File: config.mk
export PLATFORM = sky130hd
export DESIGN_NAME = input_debouncer
export DESIGN_NICKNAME = d
export VERILOG_FILES = /design/src/rtl/input_debouncer.sv
export SDC_FILE = /design/constraint.sdc
export NUM_CORES = 1
export LEC_CHECK = 0
export ABC_AREA = 1
export CORE_AREA = 3 3 46 48
export DETAILED_ROUTE_END_ITERATION = 7
export DIE_AREA = 0 0 49 51
export PLACE_DENSITY = 0.79
export SLEW_MARGIN = 20
export SYNTH_ARGS = -nofsm -noshare
export SYNTH_HDL_FRONTEND = slang
export SYNTH_SLANG_ARGS = --single-unit
File: constraint.sdc
create_clock -name clk -period 1.37 [get_ports clk]
set_clock_uncertainty 0.2 [all_clocks]
set_input_delay 0.274 -clock clk [delete_from_list [all_inputs] [get_ports clk]]
set_output_delay 0.274 -clock clk [all_outputs]
set_load 0.03 [all_outputs]
File: src/rtl/input_debouncer.sv
// Two-level input conditioner: synchronises an asynchronous input into clk, then
// accepts a new level only after STABLE_CYCLES matching samples, counting rejected bounces.
module input_debouncer #(
  parameter int SYNC_STAGES   = 2,
  parameter int STABLE_CYCLES = 4,
  parameter int GLITCH_W      = 8
) (
  input  logic                clk,
  input  logic                rst,
  input  logic                in_raw,
  input  logic                glitch_clr,
  output logic                out_level,
  output logic                out_busy,
  output logic [GLITCH_W-1:0] glitch_cnt
);

  localparam int CNT_W = $clog2(STABLE_CYCLES);
  localparam logic [CNT_W-1:0] CNT_LAST = CNT_W'(STABLE_CYCLES - 1);

  typedef enum logic [1:0] {
    STABLE_LO = 2'd0,
    QUAL_HI   = 2'd1,
    STABLE_HI = 2'd2,
    QUAL_LO   = 2'd3
  } state_t;

  logic [SYNC_STAGES-1:0] sync_q, sync_d;
  state_t                 state_q, state_d;
  logic [CNT_W-1:0]       cnt_q, cnt_d;
  logic                   level_q, level_d;
  logic [GLITCH_W-1:0]    glitch_q, glitch_d;
  logic                   reject;
  logic                   s;

  // Synchroniser chain; only its last stage is visible to the qualifier.
  assign sync_d[0] = in_raw;
  generate
    for (genvar gi = 1; gi < SYNC_STAGES; gi++) begin : g_sync
      assign sync_d[gi] = sync_q[gi-1];
    end
  endgenerate

  assign s = sync_q[SYNC_STAGES-1];

  always_comb begin
    state_d = state_q;
    cnt_d   = cnt_q;
    level_d = level_q;
    reject  = 1'b0;
    unique case (state_q)
      STABLE_LO: begin
        if (s) begin
          state_d = QUAL_HI;
          cnt_d   = CNT_W'(1);
        end
      end
      QUAL_HI: begin
        if (!s) begin
          state_d = STABLE_LO;
          cnt_d   = '0;
          reject  = 1'b1;
        end else if (cnt_q == CNT_LAST) begin
          state_d = STABLE_HI;
          cnt_d   = '0;
          level_d = 1'b1;
        end else begin
          cnt_d = cnt_q + CNT_W'(1);
        end
      end
      STABLE_HI: begin
        if (!s) begin
          state_d = QUAL_LO;
          cnt_d   = CNT_W'(1);
        end
      end
      QUAL_LO: begin
        if (s) begin
          state_d = STABLE_HI;
          cnt_d   = '0;
          reject  = 1'b1;
        end else if (cnt_q == CNT_LAST) begin
          state_d = STABLE_LO;
          cnt_d   = '0;
          level_d = 1'b0;
        end else begin
          cnt_d = cnt_q + CNT_W'(1);
        end
      end
      default: begin
        state_d = STABLE_LO;
        cnt_d   = '0;
      end
    endcase
  end

  // Clear has priority over a same-cycle rejection; the count saturates.
  always_comb begin
    glitch_d = glitch_q;
    if (glitch_clr) begin
      glitch_d = '0;
    end else if (reject && (glitch_q != {GLITCH_W{1'b1}})) begin
      glitch_d = glitch_q + GLITCH_W'(1);
    end
  end

  always_ff @(posedge clk) begin
    if (rst) begin
      sync_q   <= '0;
      state_q  <= STABLE_LO;
      cnt_q    <= '0;
      level_q  <= 1'b0;
      glitch_q <= '0;
    end else begin
      sync_q   <= sync_d;
      state_q  <= state_d;
      cnt_q    <= cnt_d;
      level_q  <= level_d;
      glitch_q <= glitch_d;
    end
  end

  assign out_level  = level_q;
  assign out_busy   = (state_q == QUAL_HI) || (state_q == QUAL_LO);
  assign glitch_cnt = glitch_q;

endmodule

# After elaboration in Yosys (flattened, before gate mapping)
# Cells that the tools add are included.
[word_totals] reg_bits=15 latch_bits=0 mem_bits_rw=0 mem_bits_ro=0 elab_cells=48 n_memories=0
[classes] addsub=2 mul=0 div_mod_pow=0 order_cmp=0 eq_ne=13 n_shift=0 mux=20 bitwise=0 n_reduce_logical=8
[ops] operator="$mux 2" count=10
[ops] operator="$pmux 2 s4" count=2
[ops] operator="$ne 2x2->1 const B" count=6
[ops] operator="$add 8x1->8 const B" count=1
[ops] operator="$ne 8x8->1 const B" count=1
[ops] operator="$eq 2x2->1 const B" count=3
[ops] operator="$mux 1" count=6
[ops] operator="$ne 3x3->1 const B" count=2
[ops] operator="$reduce_and 5->1" count=1
[ops] operator="$pmux 1 s2" count=2
[ops] operator="$reduce_and 4->1" count=1
[ops] operator="$add 2x1->2 const B" count=1
[ops] operator="$eq 2x1->1 const B" count=1
[ops] operator="$logic_not 2->1" count=1
[ops] operator="$reduce_and 2->1" count=1
[ops] operator="$reduce_bool 2->1" count=1
[ops] operator="$reduce_or 2->1" count=1
[ops] operator="$logic_and 1x1->1" count=1
[ops] operator="$logic_or 1x1->1" count=1

# Depth between registers and ports, before layout
[depth] ltp_word=4 mapped_depth=9 mapped_depth_nobuf=9

# Worst setup path after synthesis
# OpenSTA, ideal clock, no wires.
[synth_timing] path_type="register to register" startpoint="register glitch_q[0] (netlist: glitch_cnt[0])" endpoint="register glitch_q[0] (netlist: glitch_cnt[0])" setup_time_ps=115 t_arrival_ps=1349 required_time_ps=1055 setup_slack_ps=-293 path_stages_with_launch=9 n_path_buf=0 synth_period_minus_slack_ps=1663 cell_sequence="dfxtp_1 ha_1 inv_2 nor2_4 nand2_4 nand2_4 inv_4 nor2_1 nor2_2"
[synth_between] elab_chain_cells=2 word_cells_on_any_way=3
[synth_lines] element="start: declaration" line="31" source="logic [GLITCH_W-1:0] glitch_q, glitch_d;"
[synth_lines] element="start signal: assignment" line="118" source="glitch_q <= glitch_d;"
[synth_lines] element="branches (longest 2 deep; another with $add 8x1->8)"
# Several ways; the timed one is not identified.
# A chain may end at the register's enable or synchronous reset.

# Worst setup path after layout
# Same ends and word-level chain as after synthesis.

==> key figures <==
Clock tree
  – Number of buffers created by CTS: 3
  – CTS Sinks: 15
  – Clock transition at the registers of the reported paths: about 0.10 ns
  – Maximum clock insertion buffer count: 2
  – TritonCTS clock tree: built
  – Latest clock arrival within the worst-skew pair: 0.28 ns
  – Clock H-tree levels: 1
  – Cell chosen for the clock root: clkbuf_4

Routing
  – Detailed-route via count: 751
  – Number of nets with antenna violations after routing: 0
  – Total wire length after detailed routing: 1.75 mm
  – Vias per std cell: ~5
  – Number of detailed-routing iterations run before antenna repair: 4
  – Number of remaining DRC errors: 0
  – First DRT Iteration DRCs: 17
  – Post-detailed-route wirelength per cell: 11.4 um

Worst setup path
  – Crit path largest cell delay: 0.40 ns
  – Worst-path fanout max: 7
  – Worst setup path category: register to register
  – Family of cells with the greatest summed delay on the critical path: simple AND/OR/NAND/NOR gates
  – WP data arrival: 1.40 ns
  – Cell Chain, Critical Path: ha_4 > inv_4 > nor2_4 > nand2_4 > nand2_4 > inv_4 > nand2_2 > nand2_2 > nor2_2
  – Critical-path cell with the highest stage delay: dfxtp_4
  – Setup crit start kind: register
  – Worst EP required: about 1.4 ns
  – CP endpoint kind: register
  – Buffers and inverters on the worst path: 2

Pwr
  – Power density over cell area: slightly above 700 mW/mm^2
  – Worst ir drop on vdd: 0.754 mV
  – Static leakage: 0.488 nW

Synthesis
  – Biggest area consumer among synthesized cells: dfxtp_1
  – Synth Register Bits: 15
  – Area fraction of the dominant cell type after synthesis: 38.0%
  – Syn nets: 112
  – Most used flip-flop cell after synthesis: dfxtp_1
  – Sequential fraction of the synthesis area: 38.0%
  – Synth async-reset ratio: 0%
  – Cell types occupying the most area after synthesis: dfxtp_1 38%, nand2_1 9.0%, inv_1 7.1%, nor2_1 6.2%, nand3_1 5.1%
  – Average cell area after synthesis: 7.45 um^2
  – Mapped Cells: 106
  – Number of synthesized flops with an enable pin: 0
  – Post-Synthesis Cell Area: 790 um^2
  – Distinct cell type count after synthesis: 25
  – Synth Warn #: 0

STA
  – Worst-margin pin slew: a little over 0.3 ns
  – Hold slack: between 0.2 and 0.25 ns
  – Fin crit period: 1.38 ns
  – Final Setup Violations: 2
  – Rel. slew slack: between 70% and 80%
  – Crit share post-route: 101%
  – RSZ-0062 raised after global routing: true
  – F_max: 724 MHz
  – Setup WS post-layout: -0.0103 ns
  – Final Hold Viols: 0
  – Slew Viols, Final: 0

Floorplanning
  – Height of the die: 51 um
  – Effective utilization at floorplan: a little under half
  – Placeable Area: 0.00175 mm^2
  – Num rows: 15
  – Total die area: roughly 0.0025 mm^2
  – Die Width: 49 um
  – Count of pins on the block boundary: 14

Outcome
  – Outcome: finished, violations left
  – Failing checks: negative setup slack

Placed design
  – Number of cells after detailed placement: 146
  – # port buffers: 13
  – HPWL after detailed placement: 1.31 mm
  – Routability congestion estimate from global placement: 0.711

GRT
  – Total global routing track utilization: 15.5%
  – Initial antenna violation count: 0
  – Maximum number of pins on one net before global-route repair: 11
  – Number of global-route vias before repair: 736
  – Total gr overflow: 0
  – First-pass GRT wire length: 3.03 mm

Cells and area
  – Non-filler instance count after layout: roughly 150
  – Final standard cell utilization of the core: about 61%
  – Number of diodes added for antenna fixing: 0
  – Proportion of layout cells with a drive suffix above 1: 42.2%
  – Total Nets Final: 135
  – P&R area growth vs syn: 34.2%

Run
  – Max-cap violations: 0

Hold path
  – Worst min path class: register to register
==> logic make-up (layout without fill, tap and decap cells) <==
family	Yosys count	after routing	share of synthesized area, %
compound gates	9	9	6.50
buf+inv	19	41	9.35
xor+xnor	3	3	3.33
flops	15	15	38.0
fa+ha+maj	2	2	3.17
simple gates	58	58	39.6
==> stage by stage <==
stage          area [um^2]  TNS (ns)  setup slack (ns)  total power, mW
2_1_floorplan          820         0            0.0153            0.483
3_3_place_gp           975     -1.79            -0.238            0.503
3_5_place_dp           975     -2.07            -0.271            0.505
4_1_cts               1020   -0.0161           -0.0161            0.760
5_1_grt               1060    -0.326           -0.0811            0.788
6_report              1060   -0.0123           -0.0103            0.760
==> repair_timing <==
| item | CTS | global route |
|---|---|---|
| hold buffers | 0 | 0 |
| pin swaps | 0 | 2 |
| resized for setup | 2 | 8 |
| endpoints found under the setup margin | 2 | 9 |
| setup buffers | 2 | 1 |
==> report_power, final <==
part | switching (mW) | internal (mW) | total, mW
logic | 0.0306 | 0.0253 | 0.0559
registers | 0.00565 | 0.439 | 0.444
clock network | 0.152 | 0.108 | 0.260
==> worst min-delay path, delay by kind of cell (launching register included) <==
family	cells	cell delay, ns
flops	1	0.31
buf+inv	1	0.05
simple gates	1	0.03
==> sequential cells by signal, indices dropped and copies added, names as in the netlist, named ones only <==
register / count
state_q: 1
cnt_q: 2
out_level: 1
glitch_cnt: 8
sync_q: 2
==> layout make-up <==
type                       count  area [um^2]
tap                           25         31.3
timing repair buffer          19          158
clock inverter                 1         5.00
fill                         157          686
clock buffer                   3         22.5
sequential                    15          317
inverter                      18         72.6
multi-input combinational     72          454
==> layout by cell type (no fill, tap or decap), types with 4 or more instances in the layout <==
master	n
buf_4	14
dfxtp_1	6
dfxtp_2	7
inv_1	15
nand2_1	19
nand2_2	5
nand3_1	6
nand3_2	4
nor2_1	10
nor2_2	4
==> routing by layer <==
metal / global-route usage, % / wire length (um) / vias to the layer above
met5: 0 / 0 / -
met4: 7.11 / 17 / 0
met3: 4.37 / 36 / 2
met2: 29.6 / 958 / 8
met1: 15.4 / 738 / 363
li1: - / - / 378
==> worst paths after layout <==
path,slack [ns],endpoint,from,depth (start not counted)
hold / removal,0.22,sync_q[1],sync_q[0],2
setup / recovery,-0.01,glitch_cnt[0],glitch_cnt[0],9
setup reg to reg,-0.01,glitch_cnt[0],glitch_cnt[0],9
hold reg to reg,0.22,sync_q[1],sync_q[0],2
==> cells in the mapped netlist (2+ instances only) <==
| library cell | number |
|---|---|
| nor3_1 | 2 |
| a21oi_1 | 4 |
| nand4_1 | 2 |
| dfxtp_1 | 15 |
| nand3_2 | 2 |
| ha_1 | 2 |
| inv_1 | 15 |
| inv_2 | 2 |
| o21ai_0 | 2 |
| nor2_1 | 13 |
| nand3_1 | 8 |
| xor2_1 | 2 |
| nand2_1 | 19 |
| nand2_2 | 5 |
| nand2_4 | 3 |
(Power assumes the default switching activity.)
